===== config.mk =====
export PLATFORM = sky130hd
export DESIGN_NAME = pipe_controller
export DESIGN_NICKNAME = d
export VERILOG_FILES = /design/src/rtl/pipe_controller.sv
export SDC_FILE = /design/constraint.sdc
export NUM_CORES = 1
export LEC_CHECK = 0
export ABC_AREA = 1
export CORE_MARGIN = 2
export CORE_UTILIZATION = 39
export DETAILED_ROUTE_END_ITERATION = 10
export PLACE_DENSITY = 0.71
export SLEW_MARGIN = 20
export SYNTH_ARGS = -nofsm -noshare
export SYNTH_HDL_FRONTEND = slang
export SYNTH_SLANG_ARGS = --single-unit

===== constraint.sdc =====
create_clock -name clk -period 4.8 [get_ports clk]
set_clock_uncertainty 0.2 [all_clocks]
set_input_delay 0.96 -clock clk [delete_from_list [all_inputs] [get_ports clk]]
set_output_delay 0.96 -clock clk [all_outputs]
set_load 0.01 [all_outputs]

===== src/rtl/pipe_controller.sv =====
// Purpose: D-stage decoder plus E/M/W control pipeline and saturating retired-instruction counter.
// Latency: D decode is combinational; controls reach W exactly 3 edges after D (no stall/flush).
// Backpressure: stallE holds E and injects a bubble into M; flushE bubbles E (wins over stallE).
//
// Ports: clk/rst_n (async active-low); op/funct/validD from D; stallE/flushE hazard controls;
//        cntClr clears retCnt; D decode outputs (branchD..illegalD); E/M/W control outputs; retCnt.
// Optional build macro: PIPE_CTRL_EXT_ISA_EN adds ANDI/ORI/SLTI/BNE to the legal opcode set.
module pipe_controller #(
    parameter int ALUC_W = 3,
    parameter int CNT_W  = 16
) (
    input  logic              clk,
    input  logic              rst_n,
    input  logic [5:0]        op,
    input  logic [5:0]        funct,
    input  logic              validD,
    input  logic              stallE,
    input  logic              flushE,
    input  logic              cntClr,
    output logic              branchD,
    output logic              branchNeD,
    output logic              jumpD,
    output logic              zeroExtD,
    output logic              illegalD,
    output logic              regWriteE,
    output logic              memToRegE,
    output logic              memWriteE,
    output logic              aluSrcE,
    output logic              regDstE,
    output logic              validE,
    output logic [ALUC_W-1:0] aluControlE,
    output logic              regWriteM,
    output logic              memToRegM,
    output logic              memWriteM,
    output logic              validM,
    output logic              regWriteW,
    output logic              memToRegW,
    output logic              validW,
    output logic [CNT_W-1:0]  retCnt
);

    localparam logic [ALUC_W-1:0] ALU_AND = ALUC_W'(3'b000);
    localparam logic [ALUC_W-1:0] ALU_OR  = ALUC_W'(3'b001);
    localparam logic [ALUC_W-1:0] ALU_ADD = ALUC_W'(3'b010);
    localparam logic [ALUC_W-1:0] ALU_SUB = ALUC_W'(3'b110);
    localparam logic [ALUC_W-1:0] ALU_SLT = ALUC_W'(3'b111);

    logic              dec_rw, dec_mtr, dec_mw, dec_asrc, dec_rd;
    logic              dec_br, dec_j, dec_ill;
    logic [ALUC_W-1:0] dec_alu;
`ifdef PIPE_CTRL_EXT_ISA_EN
    logic              dec_bne, dec_zx;
`endif
    logic              cap_vld;

    // Raw decode, independent of validD; illegal encodings collapse to a bubble.
    always_comb begin
        dec_rw   = 1'b0;
        dec_mtr  = 1'b0;
        dec_mw   = 1'b0;
        dec_asrc = 1'b0;
        dec_rd   = 1'b0;
        dec_br   = 1'b0;
        dec_j    = 1'b0;
        dec_ill  = 1'b0;
        dec_alu  = ALU_ADD;
`ifdef PIPE_CTRL_EXT_ISA_EN
        dec_bne  = 1'b0;
        dec_zx   = 1'b0;
`endif
        case (op)
            6'b000000: begin
                dec_rw = 1'b1;
                dec_rd = 1'b1;
                case (funct)
                    6'b100000: dec_alu = ALU_ADD;
                    6'b100010: dec_alu = ALU_SUB;
                    6'b100100: dec_alu = ALU_AND;
                    6'b100101: dec_alu = ALU_OR;
                    6'b101010: dec_alu = ALU_SLT;
                    default:   dec_ill = 1'b1;
                endcase
            end
            6'b100011: begin dec_rw = 1'b1; dec_asrc = 1'b1; dec_mtr = 1'b1; end
            6'b101011: begin dec_asrc = 1'b1; dec_mw = 1'b1; end
            6'b000100: begin dec_br = 1'b1; dec_alu = ALU_SUB; end
            6'b001000: begin dec_rw = 1'b1; dec_asrc = 1'b1; end
            6'b000010: dec_j = 1'b1;
`ifdef PIPE_CTRL_EXT_ISA_EN
            6'b001100: begin dec_rw = 1'b1; dec_asrc = 1'b1; dec_zx = 1'b1; dec_alu = ALU_AND; end
            6'b001101: begin dec_rw = 1'b1; dec_asrc = 1'b1; dec_zx = 1'b1; dec_alu = ALU_OR; end
            6'b001010: begin dec_rw = 1'b1; dec_asrc = 1'b1; dec_alu = ALU_SLT; end
            6'b000101: begin dec_bne = 1'b1; dec_alu = ALU_SUB; end
`endif
            default:   dec_ill = 1'b1;
        endcase
        if (dec_ill) begin
            dec_rw   = 1'b0;
            dec_mtr  = 1'b0;
            dec_mw   = 1'b0;
            dec_asrc = 1'b0;
            dec_rd   = 1'b0;
            dec_br   = 1'b0;
            dec_j    = 1'b0;
            dec_alu  = ALU_ADD;
`ifdef PIPE_CTRL_EXT_ISA_EN
            dec_bne  = 1'b0;
            dec_zx   = 1'b0;
`endif
        end
    end

    assign branchD  = validD & dec_br;
    assign jumpD    = validD & dec_j;
    assign illegalD = validD & dec_ill;
`ifdef PIPE_CTRL_EXT_ISA_EN
    assign branchNeD = validD & dec_bne;
    assign zeroExtD  = validD & dec_zx;
`else
    assign branchNeD = 1'b0;
    assign zeroExtD  = 1'b0;
`endif

    // Only a valid, legal instruction may carry write enables into the pipe.
    assign cap_vld = validD & ~dec_ill;

    always_ff @(posedge clk or negedge rst_n) begin
        if (!rst_n) begin
            regWriteE   <= 1'b0;
            memToRegE   <= 1'b0;
            memWriteE   <= 1'b0;
            aluSrcE     <= 1'b0;
            regDstE     <= 1'b0;
            validE      <= 1'b0;
            aluControlE <= '0;
        end else if (flushE) begin
            regWriteE   <= 1'b0;
            memToRegE   <= 1'b0;
            memWriteE   <= 1'b0;
            aluSrcE     <= 1'b0;
            regDstE     <= 1'b0;
            validE      <= 1'b0;
            aluControlE <= '0;
        end else if (!stallE) begin
            regWriteE   <= cap_vld & dec_rw;
            memToRegE   <= cap_vld & dec_mtr;
            memWriteE   <= cap_vld & dec_mw;
            aluSrcE     <= cap_vld & dec_asrc;
            regDstE     <= cap_vld & dec_rd;
            validE      <= cap_vld;
            aluControlE <= validD ? dec_alu : '0;
        end
    end

    // While E is held, its contents must not also advance, so M takes a bubble.
    always_ff @(posedge clk or negedge rst_n) begin
        if (!rst_n) begin
            regWriteM <= 1'b0;
            memToRegM <= 1'b0;
            memWriteM <= 1'b0;
            validM    <= 1'b0;
        end else if (stallE && !flushE) begin
            regWriteM <= 1'b0;
            memToRegM <= 1'b0;
            memWriteM <= 1'b0;
            validM    <= 1'b0;
        end else begin
            regWriteM <= regWriteE;
            memToRegM <= memToRegE;
            memWriteM <= memWriteE;
            validM    <= validE;
        end
    end

    always_ff @(posedge clk or negedge rst_n) begin
        if (!rst_n) begin
            regWriteW <= 1'b0;
            memToRegW <= 1'b0;
            validW    <= 1'b0;
        end else begin
            regWriteW <= regWriteM;
            memToRegW <= memToRegM;
            validW    <= validM;
        end
    end

    // Saturating retire counter; clear wins over a same-edge increment.
    always_ff @(posedge clk or negedge rst_n) begin
        if (!rst_n) begin
            retCnt <= '0;
        end else if (cntClr) begin
            retCnt <= '0;
        end else if (validW && (retCnt != {CNT_W{1'b1}})) begin
            retCnt <= retCnt + CNT_W'(1);
        end
    end

endmodule


==> summary.txt, run 1 <==
Outcome
  • Outcome: finished clean

Clock tree
  • Num CTS Buffers: 5
  • Root Buffer: clkbuf_8
  • Clk sinks: 32
  • Post-CTS sizing: 0
  • Max clock buf depth: 2
  • CTS tree: done
  • Clock latency on the worst-skew pair: between 200 and 300 ps
  • H-Tree Level Count: 2
  • Clock transition at the registers of the reported paths: 60 ps
  • Hold_buf cts: 0
  • Post-CTS Setup Bufs: 0

Critical path
  • CP max stage cell: clkdlybuf4s50_1
  • Worst setup EP type: primary output
  • Setup crit end: jumpD
  • CP max FO: 6
  • Delay-heaviest family, CP: simple AND/OR/NAND/NOR gates
  • R2R depth: 9
  • WS Path Type: in2out
  • Worst path bufs/invs: 2
  • Required time worst endpoint: 3640 ps
  • Reg-to-reg slack, setup: 2690 ps
  • Beginning of the critical path: op[4]
  • Arrival @ worst endpoint: 2980 ps
  • Instance count on the critical path: 9
  • Worst Setup Start Kind: input port
  • RR Endpoint: retCnt[5]$_DFFE_PN0P_
  • Crit path cell chain: clkdlybuf4s50_1 -> nor2_1 -> nand3_1 -> nand2_1 -> nor2_1 -> nor2_4 -> nand2_1 -> nor3_1 -> clkdlybuf4s50_1
  • Worst path max stage delay: 560 ps
  • Reg2reg start: retCnt[0]$_DFFE_PN0P_

Logic synthesis
  • Post-synthesis async set-or-reset flop share: 1.00
  • Cells after Synth: 260
  • Synthesized area: 1860 um^2
  • Seq/Total Area, Yosys: 0.431
  • Post-synth cell types: 31
  • Syn avg cell area: 7.14 um^2
  • Yosys warnings: 0
  • Post-synth EDFFs: 0
  • Register bit total from synthesis: 32
  • Ys flop type: dfrtp_1

Route
  • Final WL: between 4 and 5 mm
  • Met3 Routed Length: 313 um
  • DRC violations left: 0
  • Initial DRC count: 111
  • Pre-antenna DRT Iters: 4
  • Wirelength per Cell: 11.6 um
  • Antenna viol nets, final: 0
  • Vias: 1852
  • Top layer in use: met4
  • Met2 wire length: around 2.2 mm
  • Drt via density: around 5
  • Met1 WL: 1.73 mm

Place
  • PortBufs: 52
  • Placed Area: 2420 um^2
  • Post-placement cell count: approximately 360
  • Placer Congestion: 0.852
  • DPL Wire Length: between 3 and 4 mm

Cells and area
  • Final core utilization: 0.539
  • Layout cell share with drive strength beyond 1: 0.0635
  • Diodes inserted: 0
  • Area grow syn2layout: 35.4%
  • Largest reg by FF count: retCnt
  • Multi-input logic area: roughly 880 um^2
  • Fin area: 2510 um^2
  • # nets final: 334
  • Fillers: about 450
  • Commonest non-fill, non-tap cells in the layout: nand2_1, clkdlybuf4s50_1, nor2_1, inv_1, dfrtp_1
  • Sequential Area: 801 um^2
  • Final non-filler cell total: 369
  • Largest regs: retCnt x16, aluControlE x3
  • Most common cell after layout, fill and taps aside: nand2_1
  • Max reg flops: 16

Pwr
  • Leak Pwr: roughly 0.0012 uW
  • Pwr Density: 217 nW/um^2
  • Worst VDD drop: roughly 0.12 mV

STA
  • Slew Viols, Final: 0
  • Period utilization: 0.863
  • Crit path time final: 4140 ps
  • RSZ-0062 raised after global routing: false
  • Slew @ Worst Pin: 630 ps
  • Achievable clock frequency: 0.242 GHz
  • Fin. Hold Viols: 0
  • TNS Setup: 0 ps
  • Relative slew slack: 0.577
  • Fin Hold WS: 171 ps
  • Final setup viols: 0

Global routing
  • First-pass GRT wire length: 7.25 mm
  • Largest net degree at the start of global routing: 33
  • Initial antenna violation count: 0
  • All-Layer GR Usage: 0.174
  • Vias in the first global route: 1696
  • Remaining Overflow, GRT: 0

Die
  • Std-Cell Rows: 25
  • Starting Density: 0.398
  • Die area: 5330 um^2
  • # IOs: 55
  • Die width: 73 um
  • DIE HEIGHT: 73 um
  • Core area: roughly 4700 um^2

Hold path
  • Min-Delay Path Class: reg2reg

Flow run
  • Max-Cap Viols: 0
[power by group]
group / total [uW] / leakage, uW / switching (uW) / internal [uW]
logic: 50.0 / 0.000675 / 28.8 / 21.2
clock network: 225 / 0.0000503 / 97.7 / 128
registers: 271 / 0.000446 / 0.577 / 271
total: 546 / 0.00117 / 127 / 419
[worst min path at each step]
stage | from | endpoint | cells after the start
final | validM$_DFF_PN0_ | validW$_DFF_PN0_ | 0
after global routing | validM$_DFF_PN0_ | validW$_DFF_PN0_ | 0
after CTS | validM$_DFF_PN0_ | validW$_DFF_PN0_ | 0
after detailed placement | validM$_DFF_PN0_ | validW$_DFF_PN0_ | 0
after global placement | regWriteM$_DFF_PN0_ | regWriteW$_DFF_PN0_ | 0
after floorplan | memToRegM$_DFF_PN0_ | memToRegW$_DFF_PN0_ | 0
[cell type report]
class	count	share of cell area
multi-input cells	186	0.351
clock buffers	7	0.0383
well taps	54	0.0269
repair buffers	53	0.210
inverters	37	0.0553
flip-flops and latches	32	0.319
[metal layers]
metal	vias to the layer above	GRT usage
li1	936	-
met1	838	0.199
met2	68	0.299
met3	10	0.0483
met4	0	0.0823
met5	-	0
[synthesized netlist by cell type (all sizes together) (2+ instances only)]
cell   number  share of area
nand2      73           0.15
nor2       43           0.10
inv        36          0.073
dfrtp      32           0.43
nand3      24          0.067
nand4      15          0.051
o21ai      10          0.027
buf         5          0.019
nor3        5          0.016
xor2        4          0.019
a21oi       2         0.0054
xnor2       2         0.0094
[cell families (layout without fill, tap and decap cells)]
| kind of cell | count (synthesis) | after routing | share of synthesized area |
|---|---|---|---|
| AND/OR/NAND/NOR | 163 | 163 | 0.396 |
| buffers and inverters | 43 | 97 | 0.0957 |
| flip-flops | 32 | 32 | 0.431 |
| AO/OA/AOI/OAI | 14 | 14 | 0.0404 |
| XOR/XNOR | 6 | 6 | 0.0283 |
| adder cells (fa/ha/maj) | 1 | 1 | 0.00674 |
| other | 1 | 2 | 0.00202 |
[metrics by stage]
| stage | total power (uW) | worst slack [ps] |
|---|---|---|
| final | 546 | 660 |
| after detailed placement | 327 | 678 |
| after CTS | 553 | 655 |
| after floorplan | 298 | 1710 |
| after global routing | 566 | 471 |
| after global placement | 326 | 737 |
Note: power is estimated with default switching activity, not from simulation.
==> run 2: changes to the inputs <==
HOLD_SLACK_MARGIN = 0.12   (was default)
==> results of run 2 <==
Same layout as run 1: the final DEF is identical, and so are final timing and power.
==> RTL edit (settings of run 2) <==
Put one more register stage on the output `retCnt`, without a reset. The value now appears one clock later. The other outputs are not delayed to match.
--- a/src/rtl/pipe_controller.sv
+++ b/src/rtl/pipe_controller.sv
@@ -45,6 +45,8 @@
     localparam logic [ALUC_W-1:0] ALU_SUB = ALUC_W'(3'b110);
     localparam logic [ALUC_W-1:0] ALU_SLT = ALUC_W'(3'b111);
 
+    logic [CNT_W-1:0] retCnt_s0;
+
     logic              dec_rw, dec_mtr, dec_mw, dec_asrc, dec_rd;
     logic              dec_br, dec_j, dec_ill;
     logic [ALUC_W-1:0] dec_alu;
@@ -187,12 +189,16 @@
     // Saturating retire counter; clear wins over a same-edge increment.
     always_ff @(posedge clk or negedge rst_n) begin
         if (!rst_n) begin
-            retCnt <= '0;
+            retCnt_s0 <= '0;
         end else if (cntClr) begin
-            retCnt <= '0;
-        end else if (validW && (retCnt != {CNT_W{1'b1}})) begin
-            retCnt <= retCnt + CNT_W'(1);
-        end
+            retCnt_s0 <= '0;
+        end else if (validW && (retCnt_s0 != {CNT_W{1'b1}})) begin
+            retCnt_s0 <= retCnt_s0 + CNT_W'(1);
+        end
+    end
+
+    always_ff @(posedge clk) begin
+        retCnt <= retCnt_s0;
     end
 
 endmodule
Formal check against the unedited RTL: not equivalent (Yosys sat finds a counterexample within 10 cycles, from zero or initial values and one cycle with rst_n low).
==> RTL edit against run 2 <==
- worst setup slack gained 58 ps
- sequential cell count is 16 higher
- final area up 14%
- routed wire length increased by 3.8%
- highest routed layer unchanged
- critical path depth did not move
- clock power increased by 8%
- total power rose by 27%
- synthesized area rose by 18%
==> RTL edit: results (changes against run 2) <==
* Worst-path clk slew at 80 ps (was 60 ps)
* Placed Cells at 397 (was 362)
* Synth top cells by count: nand2_1, nor2_1, inv_1 (unchanged)
* Final #Nets at 351 (was 334)
* Seq/Total Area, Yosys at 51.1% (was 43.1%)
* Regs by FF count: retCnt x16, retCnt_s0 x16, aluControlE x3 (was retCnt x16, aluControlE x3)
* Pin count of the biggest net entering global routing at 33 (unchanged)
* Switching pwr at 0.157 mW (was 0.127 mW)
* Hpwl dp at 3410 um (was 3260 um)
* Met3 Use GR at 5.00% (was 4.83%)
* Overall routing resource usage at 14.8% (was 17.4%)
* Clk buf depth at 2 (unchanged)
* Wire per inst at 11.0 um (was 11.6 um)
* Pleak at 1.32 nW (was 1.17 nW)
* Wire length on met3 at 322 um (was 313 um)
* Residual DRC at 0 (unchanged)
* Outcome: complete, no violations (unchanged)
* Crit path DAT at 2920 ps (was 2980 ps)
* TritonCTS Buffers at 5 (unchanged)
* Cell Area, Placed at 0.00277 sq mm (was 0.00242 sq mm)
* Met2 routed WL at 2140 um (was 2160 um)
* Peak supply drop at 0.103 mV (was 0.115 mV)
* Slew @ Worst Pin at 801 ps (was 630 ps)
* Max incr delay on CP at 560 ps (about the same)
* Via count at 1895 (was 1852)
* Highest net fanout along the worst path at 6 (unchanged)
* Met1 Wirelength at 1870 um (was 1730 um)
* Vias in the first global route at 1737 (was 1696)
* CP delay by family, top: buffers and inverters (was simple AND/OR/NAND/NOR gates)
* Worst-Skew Late Latency at 300 ps (was 280 ps)
* TritonRoute pass-1 iters at 5 (was 4)
* Worst min path class: flip-flop to flip-flop (unchanged)
* First-iteration detailed-routing DRC count at 89 (was 111)
* Sequential group power at 0.403 mW (was 0.271 mW)
* GRT Residual Overflow at 0 (unchanged)
* Yosys cell types at 30 (was 31)
* Global-route wire length before repair at 7280 um (was 7250 um)
* Comb pwr share at 7.2% (was 9.1%)
* Pre-CTS setup slack at 728 ps (was 678 ps)
* Met2 Use GR at 25.8% (was 29.9%)
* Syn Inst Count at 277 (was 260)
* # fillers at 537 (was 447)
* Synth warnings at 0 (unchanged)
* Met1 Use GR at 16.0% (was 19.9%)
* Cells taking the most area after synthesis: dfrtp_1, dfxtp_1, nand2_1 (was dfrtp_1, nand2_1, nor2_1)
* Switch share at 22.6% (was 23.3%)
* Worst path slowest cell: clkdlybuf4s50_1 (unchanged)
* H-tree depth at 2 (unchanged)
* Final Non-Filler Cells at 405 (was 369)
* Routability cong. at 0.858 (was 0.852)
* FFs w/ async S/R, synth at 66.7% (was 100%)
* Share of post-route cells with drive strength above 1 at 6.31% (was 6.35%)
* Clock root buffer: clkbuf_8 (unchanged)
## RTL edit: cell types whose count changed in the layout (fill, tap and decap cells not counted), moves of 3 or more
| cell | change |
|---|---|
| dfxtp_1 | +16 |
| nand2_1 | +5 |
| o21ai_1 | -5 |
| nand3_1 | -4 |
| inv_1 | +3 |
| inv_2 | -3 |
| o21ai_0 | +3 |
## RTL edit: final cells by class
cell class	count	area [sq um]	area share, %
Clock buffer	6	82.6	2.88
Clock inverter	2	10.0	0.349
Inverter	37	141	4.93
Multi-Input combinational cell	187	892	31.1
Sequential cell	48	1120	39.1
Tap cell	72	90.1	3.14
Timing Repair Buffer	53	528	18.4
## RTL edit: worst paths after layout
kind                                                   to  cells past startpoint  slack (ps)                     start
worst max-delay path                                jumpD                      9         720                     op[1]
worst min-delay path                     validW$_DFF_PN0_                      0         180          validM$_DFF_PN0_
worst max register to register  retCnt_s0[11]$_DFFE_PN0P_                      8        2640  retCnt_s0[0]$_DFFE_PN0P_
worst min register to register           validW$_DFF_PN0_                      0         180          validM$_DFF_PN0_
max in group asynchronous        retCnt_s0[2]$_DFFE_PN0P_                      2        3250                     rst_n
min in group asynchronous        retCnt_s0[7]$_DFFE_PN0P_                      2         850                     rst_n
## RTL edit: cell families after synthesis
kind of cell | after synthesis | share of synthesized area, %
AND/OR/NAND/NOR | 164 | 33.1
flip-flops | 48 | 51.1
buffers and inverters | 43 | 8.38
AO/OA/AOI/OAI | 13 | 3.82
XOR/XNOR | 7 | 2.80
adder cells (fa/ha/maj) | 1 | 0.570
other | 1 | 0.171
## RTL edit: worst register-to-register path, stage by stage, from the launching register on
cell and delay [ps]:
dfrtp_1 430, ha_1 250, nand3_2 120, inv_1 90, nand2_2 90, nor2_4 60
nor2_1 570, nand4_1 170, nand2_1 110
